<file path="config.mk">
export PLATFORM = sky130hd
export DESIGN_NAME = accel_sample_filter_flat
export DESIGN_NICKNAME = d
export VERILOG_FILES = /design/src/rtl/accel_sample_filter_if.sv /design/src/rtl/accel_sample_filter.sv /design/src/flat_wrapper.sv
export SDC_FILE = /design/constraint.sdc
export NUM_CORES = 1
export LEC_CHECK = 0
export ABC_AREA = 1
export CELL_PAD_IN_SITES_DETAIL_PLACEMENT = 0
export CELL_PAD_IN_SITES_GLOBAL_PLACEMENT = 2
export CORE_MARGIN = 2
export CORE_UTILIZATION = 42
export DETAILED_ROUTE_END_ITERATION = 12
export PLACE_DENSITY = 0.81
export SLEW_MARGIN = 0
export SYNTH_ARGS = -nofsm -noshare
export SYNTH_HDL_FRONTEND = slang
export SYNTH_SLANG_ARGS = --single-unit
</file>
<file path="constraint.sdc">
create_clock -name CLK12M -period 5.7 [get_ports CLK12M]
set_input_delay 1.14 -clock CLK12M [delete_from_list [all_inputs] [get_ports CLK12M]]
set_output_delay 1.14 -clock CLK12M [all_outputs]
set_load 0.02 [all_outputs]
</file>
<file path="src/rtl/accel_sample_filter_if.sv">
// Sample-filter bus: raw accelerometer samples in, windowed average and tilt flag out.
//   in_data   : signed 8-bit sample from the SPI driver
//   in_valid  : sample strobe
//   clear     : synchronous flush of the filter
//   avg       : signed 8-bit windowed average
//   avg_valid : one-cycle pulse when avg/tilt were updated
//   tilt      : |avg| >= threshold
//   filled    : window holds a full set of samples
// master drives the sample side, slave is the filter.
interface accel_sample_filter_if;
    logic [7:0] in_data;
    logic       in_valid;
    logic       clear;
    logic [7:0] avg;
    logic       avg_valid;
    logic       tilt;
    logic       filled;

    modport master (
        output in_data, in_valid, clear,
        input  avg, avg_valid, tilt, filled
    );

    modport slave (
        input  in_data, in_valid, clear,
        output avg, avg_valid, tilt, filled
    );
endinterface

</file>
<file path="src/rtl/accel_sample_filter.sv">
// Moving-average and tilt-detect stage for one accelerometer axis.
// Keeps the last 2^LOG2_DEPTH samples in a circular window, maintains a running
// sum, and presents a registered floor-average plus tilt flag one edge after
// each qualifying sample.
//   CLK12M : system clock, rising edge
//   RST_N  : asynchronous active-low reset
//   sf     : filter bus (slave side), see accel_sample_filter_if
module accel_sample_filter #(
    parameter int unsigned LOG2_DEPTH = 3,
    parameter int unsigned THRESH     = 64
) (
    input  logic                  CLK12M,
    input  logic                  RST_N,
    accel_sample_filter_if.slave  sf
);
    localparam int unsigned DEPTH = 1 << LOG2_DEPTH;
    localparam int unsigned SW    = 8 + LOG2_DEPTH;
    localparam int unsigned CW    = LOG2_DEPTH + 1;

    typedef enum logic {FILL, RUN} state_t;

    state_t                 state, state_nxt;
    logic [7:0]             win [DEPTH];
    logic [LOG2_DEPTH-1:0]  wr_ptr, wr_ptr_nxt;
    logic [CW-1:0]          fill_cnt, fill_cnt_nxt;
    logic signed [SW-1:0]   sum, sum_nxt;
    logic                   filled_r, filled_nxt;
    logic                   pend, pend_nxt;
    logic [7:0]             avg_r, avg_nxt;
    logic                   tilt_r, tilt_nxt;
    logic                   avg_valid_r, avg_valid_nxt;

    logic                   accept_c;
    logic [7:0]             oldest_c;
    logic [7:0]             avg_c;
    logic [8:0]             avg_ext_c;
    logic [8:0]             mag_c;

    assign accept_c  = sf.in_valid & ~sf.clear;
    // Before the window is full the slot being overwritten holds stale data.
    assign oldest_c  = (state == RUN) ? win[wr_ptr] : 8'd0;
    assign avg_c     = 8'(sum >>> LOG2_DEPTH);
    // 9-bit magnitude so that -128 maps to 128.
    assign avg_ext_c = 9'($signed(avg_c));
    assign mag_c     = avg_ext_c[8] ? (~avg_ext_c + 9'd1) : avg_ext_c;

    // Next-state, datapath and output-stage logic.
    always_comb begin
        state_nxt     = state;
        wr_ptr_nxt    = wr_ptr;
        fill_cnt_nxt  = fill_cnt;
        sum_nxt       = sum;
        filled_nxt    = filled_r;
        pend_nxt      = 1'b0;
        avg_nxt       = avg_r;
        tilt_nxt      = tilt_r;
        avg_valid_nxt = 1'b0;

        // pend marks that sum was updated by a qualifying sample last edge.
        if (pend) begin
            avg_nxt       = avg_c;
            tilt_nxt      = (mag_c >= 9'(THRESH));
            avg_valid_nxt = 1'b1;
        end

        if (sf.clear) begin
            state_nxt     = FILL;
            wr_ptr_nxt    = '0;
            fill_cnt_nxt  = '0;
            sum_nxt       = '0;
            filled_nxt    = 1'b0;
            avg_nxt       = 8'd0;
            tilt_nxt      = 1'b0;
            avg_valid_nxt = 1'b0;
        end else if (accept_c) begin
            wr_ptr_nxt = wr_ptr + LOG2_DEPTH'(1);
            sum_nxt    = sum + SW'($signed(sf.in_data)) - SW'($signed(oldest_c));
            case (state)
                FILL: begin
                    fill_cnt_nxt = fill_cnt + CW'(1);
                    if (fill_cnt == CW'(DEPTH - 1)) begin
                        state_nxt  = RUN;
                        filled_nxt = 1'b1;
                        pend_nxt   = 1'b1;
                    end
                end
                RUN: pend_nxt = 1'b1;
                default: state_nxt = FILL;
            endcase
        end
    end

    // State and control registers.
    always_ff @(posedge CLK12M or negedge RST_N) begin
        if (!RST_N) begin
            state       <= FILL;
            wr_ptr      <= '0;
            fill_cnt    <= '0;
            sum         <= '0;
            filled_r    <= 1'b0;
            pend        <= 1'b0;
            avg_r       <= 8'd0;
            tilt_r      <= 1'b0;
            avg_valid_r <= 1'b0;
        end else begin
            state       <= state_nxt;
            wr_ptr      <= wr_ptr_nxt;
            fill_cnt    <= fill_cnt_nxt;
            sum         <= sum_nxt;
            filled_r    <= filled_nxt;
            pend        <= pend_nxt;
            avg_r       <= avg_nxt;
            tilt_r      <= tilt_nxt;
            avg_valid_r <= avg_valid_nxt;
        end
    end

    // Window storage; contents are masked by FILL state so no reset is needed.
    always_ff @(posedge CLK12M) begin
        if (accept_c) begin
            win[wr_ptr] <= sf.in_data;
        end
    end

    assign sf.avg       = avg_r;
    assign sf.tilt      = tilt_r;
    assign sf.avg_valid = avg_valid_r;
    assign sf.filled    = filled_r;
endmodule

</file>
<file path="src/flat_wrapper.sv">
// flat-port wrapper written by rule: the top's interface ports become plain ports
module accel_sample_filter_flat 
#(
    parameter int unsigned LOG2_DEPTH = 3,
    parameter int unsigned THRESH     = 64
)
  (CLK12M, RST_N, sf_in_data, sf_in_valid, sf_clear, sf_avg, sf_avg_valid, sf_tilt, sf_filled);
  accel_sample_filter_if sf_i ();
  input  logic CLK12M;
  input  logic RST_N;
  input wire logic [$bits(sf_i.in_data)-1:0] sf_in_data;
  input wire logic [$bits(sf_i.in_valid)-1:0] sf_in_valid;
  input wire logic [$bits(sf_i.clear)-1:0] sf_clear;
  output wire logic [$bits(sf_i.avg)-1:0] sf_avg;
  output wire logic [$bits(sf_i.avg_valid)-1:0] sf_avg_valid;
  output wire logic [$bits(sf_i.tilt)-1:0] sf_tilt;
  output wire logic [$bits(sf_i.filled)-1:0] sf_filled;
  assign sf_i.in_data = sf_in_data;
  assign sf_i.in_valid = sf_in_valid;
  assign sf_i.clear = sf_clear;
  assign sf_avg = sf_i.avg;
  assign sf_avg_valid = sf_i.avg_valid;
  assign sf_tilt = sf_i.tilt;
  assign sf_filled = sf_i.filled;
  accel_sample_filter #(.LOG2_DEPTH(LOG2_DEPTH), .THRESH(THRESH)) u_core (.CLK12M(CLK12M), .RST_N(RST_N), .sf(sf_i));
endmodule
</file>
Word level (Yosys, flattened, before mapping)
Memories as Yosys holds them, arrays and structs flattened.
Cells that the tools add are included.

storage, ports and cells
  RAM bits = 64
  word-level logic and storage cells = 55
  ROM bits = 0
  register bits = 31
  bits in latches = 0
  memories = 1

memories
  memory      words  width  rd ports  clocked after memory_dff  wr ports  line                       RTL
  u_core.win  8      8      1         0                         1         accel_sample_filter.sv:23  logic [7:0] win [DEPTH];

cells by class
  reduce and logical (&&, ||, !) cells = 5
  eq/ne operators = 2
  magnitude comparators = 1
  $mul = 0
  bitwise logic cells = 4
  add/sub/neg operators = 5
  shift-type cells = 0
  multiplexer cells = 28
  divide/modulo/power cells = 0

operators by type and width
  kind                                                               number
  2-to-1 mux 8 bit                                                   3
  2-to-1 mux 11 bit                                                  2
  2-to-1 mux 1 bit                                                   16
  2-to-1 mux 4 bit                                                   3
  adder 11 x 8 -> 11 bit                                             1
  subtractor 11 x 8 -> 11 bit                                        1
  adder 9 x 1 -> 9 bit, second input constant                        1
  greater-or-equal comparator 9 x 7 -> 1 bit, second input constant  1
  2-to-1 mux 9 bit                                                   1
  inverter 9 bit                                                     1
  2-to-1 mux 3 bit                                                   2
  nonzero test 2 bit                                                 3
  adder 4 x 1 -> 4 bit, second input constant                        1
  equality test 4 x 3 -> 1 bit, second input constant                1
  adder 3 x 1 -> 3 bit, second input constant                        1
  AND reduction 3 bit                                                1
  != test 2 bit, second input constant                               1
  inverter 1 bit                                                     2
  case mux 1 bit (2 select lines)                                    1
  AND reduction 2 bit                                                1
  AND 1 bit                                                          1

Depth between registers and ports, before layout
  word-level depth = 6
  depth in mapped cells = 20
  gate-level depth less buffers = 19

Worst setup path after synthesis
Ideal clock, no wire load.

  path type = input port to flip-flop
  start point = in sf_in_data[1]
  end point = reg u_core.sum[8]
  slack = 2913 ps
  stages on the path = 11
  arrival time = 2661 ps
  data required time = 5574 ps
  library setup time = 126 ps
  path through = inv_1 -> fa_1 -> fa_1 -> inv_1 -> nand3_1 -> nand3_1 -> nand2_1 -> nand2_1 -> nand2_1 -> nand2_1 -> o21ai_0

on the way
  cells in the longest elaborated chain, start to end = 4

ends and longest elaborated chain
  element                      line                        RTL
  start: declaration           flat_wrapper.sv:11          input wire logic [$bits(sf_i.in_data)-1:0] sf_in_data;
  adder 11 x 8 -> 11 bit       accel_sample_filter.sv:77   sum_nxt = sum + SW'($signed(sf.in_data)) - SW'($signed(oldest_c));
  subtractor 11 x 8 -> 11 bit  accel_sample_filter.sv:77
  2-to-1 mux 11 bit            accel_sample_filter.sv:75   end else if (accept_c) begin
  2-to-1 mux 11 bit            accel_sample_filter.sv:66   if (sf.clear) begin
  end signal: assignment       accel_sample_filter.sv:109  sum <= sum_nxt;
  end: declaration             accel_sample_filter.sv:26   logic signed [SW-1:0] sum, sum_nxt;

No other way between the ends. The select of a mux whose other input is x is not followed.
A chain may end at the register's enable or synchronous reset.

Worst setup path in the final report
  start point = in sf_clear
  end point = mem u_core.win[7][1], enable pin

on the way
  cells in the longest elaborated chain, start to end = 4

ends and longest elaborated chain
  element                                 line                        RTL
  start: declaration                      flat_wrapper.sv:13          input wire logic [$bits(sf_i.clear)-1:0] sf_clear;
  inverter 1 bit                          accel_sample_filter.sv:39   assign accept_c = sf.in_valid & ~sf.clear;
  AND 1 bit                               accel_sample_filter.sv:39
  2-to-1 mux 1 bit                        accel_sample_filter.sv:120  if (accept_c) begin
  2-to-1 mux 1 bit (not written as such)  accel_sample_filter.sv:121  win[wr_ptr] <= sf.in_data;
  end: declaration                        accel_sample_filter.sv:23

No other way between the ends.

==> impl_metrics.py <==
metrics = {
    "synthesis": {
        "ys_ff_latch": 95,
        "synthArstFlopShare_pct": 32.6,
        "syn_nets": 515,
        "synth_edf_count": 64,
        "syn-cell-area_um2": 4640,
        "synthDistinctLibCells": 29,
        "synth_common_cells": "nand2_1, nor2_1, edfxtp_1, inv_1, o21ai_0",
        "syn_inst": 479,
        "yosysTopAreaCellShare_pct": 41.4,
        "synth_ff_type": "edfxtp_1",
        "synth_most_common_cell": "nand2_1",
        "ys_seq_area_share_pct": 58.1,
        "yosysTopAreaCell": "edfxtp_1",
        "synth.avg_cell_area_um2": 9.69,
        "synthTopCellsByArea": "edfxtp_1, dfrtp_1, nand2_1",
        "ys_warn_count": 0,
    },
    "timing": {
        "timing.final.max_slew_violations": 0,
        "worstMarginPinSlew_ns": 1.06,
        "setup_tns_ns": 0,
        "slew_headroom_pct": 28.7,
        "period_minus_slack_ns": 3.46,
        "rsz0062_at_grt": "no",
        "period_share_pct": 60.6,
        "max_freq_mhz": 289,
        "timing_hold_violations_final": 0,
        "setup_viol": 0,
        "fin_skew_ns": 0.00779,
    },
    "worst_setup_path": {
        "cp-end-kind": "register",
        "r2r_end": "u_core.sum[8]",
        "cp_slowest_stage_delay_ns": 0.70,
        "crit_chain": "clkdlybuf4s50_1 -> inv_1 -> nand2_2 -> inv_1 -> nand2_1 -> nor2_1",
        "regToRegSetupSlack_ns": 2.57,
        "crit_type": "input port to register",
        "worstPathRequired_ns": 5.70,
        "cpLargestDelayFamily": "buffers and inverters",
        "critPathSlowestCell": "nor2_1",
        "rr_worst_depth": 19,
        "r2r_start": "u_core.wr_ptr[0]",
        "crit_buf_inv": 3,
        "worstPathMaxFanout": 15,
        "critPathMostFrequentCell": "inv_1",
        "cp.arrival_ns": 3.46,
        "cp-start-kind": "input port",
    },
    "detailed_routing": {
        "vias": 3226,
        "drc_errors": 0,
        "vias_per_cell": 4.96,
        "firstDrtPassIters": 5,
        "routedWlPerCell_um": 16.3,
        "antenna_left": 0,
        "wirelength_um": 10600,
        "drt_iter0_markers": 247,
    },
    "placement": {
        "placed_cell_area_um2": 5000,
        "gp_congestion": 0.801,
        "dp_hpwl_um": 7450,
        "numPortBuffers": 22,
    },
    "clocking": {
        "postCtsHoldBufs": 0,
        "cts_buffers": 9,
        "clkSlewWorstSetupHoldPaths_ns": 0.09,
        "cts_buffer_depth": 2,
        "htreeDepth": 3,
        "post_cts_buffers": 0,
        "ctsResizeCount": 0,
        "cts_root_buf": "clkbuf_8",
        "clkLatencyLatePin_ns": 0.37,
        "cts_tree": "built",
        "cts.sinks": 95,
    },
    "grt": {
        "grt-ovfl-total": 0,
        "met3_usage_pct": 4.18,
        "grt_max_degree": 32,
        "grt_pass1_vias": 3168,
        "grtUsageMet1_pct": 27.8,
        "antenna_found_initial": 0,
        "grtUsageTotal_pct": 19.6,
        "gr-max-usage-layer": "met2",
        "use_met2_pct": 31.2,
        "grt_pass1_wl_um": 17000,
    },
    "power": {
        "irDropWorstVdd_mv": 0.147,
        "power_density_nw_per_um2": 317,
        "p_leak_nw": 2.22,
        "power_mw": 1.65,
    },
    "outcome": {
        "outcome": "finished clean",
    },
    "hold_path": {
        "hold_path_depth": 2,
        "hp-start": "u_core.sum[6]",
        "min_to": "u_core.sum[6]",
        "hp-class": "register to register",
    },
    "floorplanning": {
        "die_area_um2": 11900,
        "start_util_pct": 43.0,
        "pin_count": 23,
        "core_um2": 10800,
        "dieWidth_um": 109,
        "chipHeight_um": 109,
        "rows": 38,
    },
    "final_layout": {
        "n_fill_cell": 1010,
        "design_area_um2": 5200,
        "final_nets": 541,
        "area_growth_pct": 12.2,
        "antennaDiodeCount": 0,
        "layout-drive-gt1-share_pct": 6.27,
    },
    "run": {
        "drv_cap": 0,
    },
}
==> metrics by stage <==
stage	worst slack, ns	instances	hold slack, ns	utilization [%]
after global routing	2.01	650	0.521	48.2
after CTS	2.24	650	0.499	48.2
after floorplan	2.91	479	0.449	-
after global placement	1.88	634	0.468	46.3
final	2.24	650	0.495	48.2
after detailed placement	1.84	634	0.476	46.3
==> worst reg2reg max path, stage by stage, from the launching register on <==
cell     delay (ns)
dfrtp_1        0.39
inv_2          0.31
nand2_1        0.16
inv_2          0.20
nand2_1        0.07
o21ai_0        0.07
o21a_1         0.20
ha_1           0.24
inv_1          0.06
ha_1           0.19
inv_1          0.06
fa_1           0.37
inv_1          0.14
nand3_1        0.09
nand3_1        0.14
nand2_1        0.07
nand2_1        0.09
nand2_1        0.05
nand2_1        0.05
o21ai_0        0.07
==> registers in the layout, summed over array words and instances (netlist names) <==
name and count:
u_core.fill_cnt 4, u_core.pend 1, u_core.sf.avg 8, u_core.sf.avg_valid 1, u_core.sf.filled 1, u_core.sf.tilt 1, u_core.state 1, u_core.sum 11
u_core.win 64, u_core.wr_ptr 3
==> layout by cell type (no fill, tap or decap), types with 2 or more instances in the layout <==
cell and n:
nand2_1 93, nor2_1 72, inv_1 64, edfxtp_1 64, o21ai_0 41, nand3_1 32, dfrtp_1 31, clkdlybuf4s50_1 22
ha_1 14, a21oi_1 10, fa_1 10, clkbuf_8 9, inv_2 7, o21a_1 7, o22ai_1 6, nand2_2 4
nand4_1 3, o211ai_1 2, inv_6 2, buf_4 2
==> power breakdown <==
group | total (mW) | switching, mW | internal, mW
logic | 0.410 | 0.272 | 0.138
clock network | 0.460 | 0.251 | 0.209
registers | 0.782 | 0.0167 | 0.765
==> area by class of cell <==
type / count / area [um^2] / share of cell area, %
sequential: 95 / 2700 / 51.8
multi-input combinational: 303 / 1620 / 31.2
inverter: 72 / 270 / 5.19
timing repair buffer: 24 / 235 / 4.52
tap: 140 / 175 / 3.37
clock buffer: 9 / 124 / 2.38
clock inverter: 7 / 80.1 / 1.54
==> worst max-delay path by stage <==
stage / to / cells after the start / from / slack (ns)
after floorplan: u_core.sum[8] / 11 / sf_in_data[1] / 2.91
after global placement: u_core.sum[9] / 12 / sf_in_data[7] / 1.88
after detailed placement: u_core.sum[9] / 11 / sf_in_data[7] / 1.84
after CTS: u_core.win[7][4] / 6 / sf_clear / 2.24
after global routing: u_core.win[7][3] / 6 / sf_clear / 2.01
final: u_core.win[7][1] / 6 / sf_clear / 2.24
==> per-layer routing <==
metal | part of all wire (%) | wire [um]
met4 | 0.83 | 88
met1 | 48 | 5130
met5 | 0 | 0
met3 | 4.8 | 512
met2 | 46 | 4860
==> logic make-up (layout without fill, tap and decap cells) <==
kind of cell             after synthesis  in the layout  synth area share (%)
flip-flops                            95             95                  58.1
adder cells (fa/ha/maj)               24             24                  8.09
buffers and inverters                 81            112                  6.90
AND/OR/NAND/NOR                      210            210                  18.7
AO/OA/AOI/OAI                         69             69                  8.22
Power figures use the tool's default switching activity.
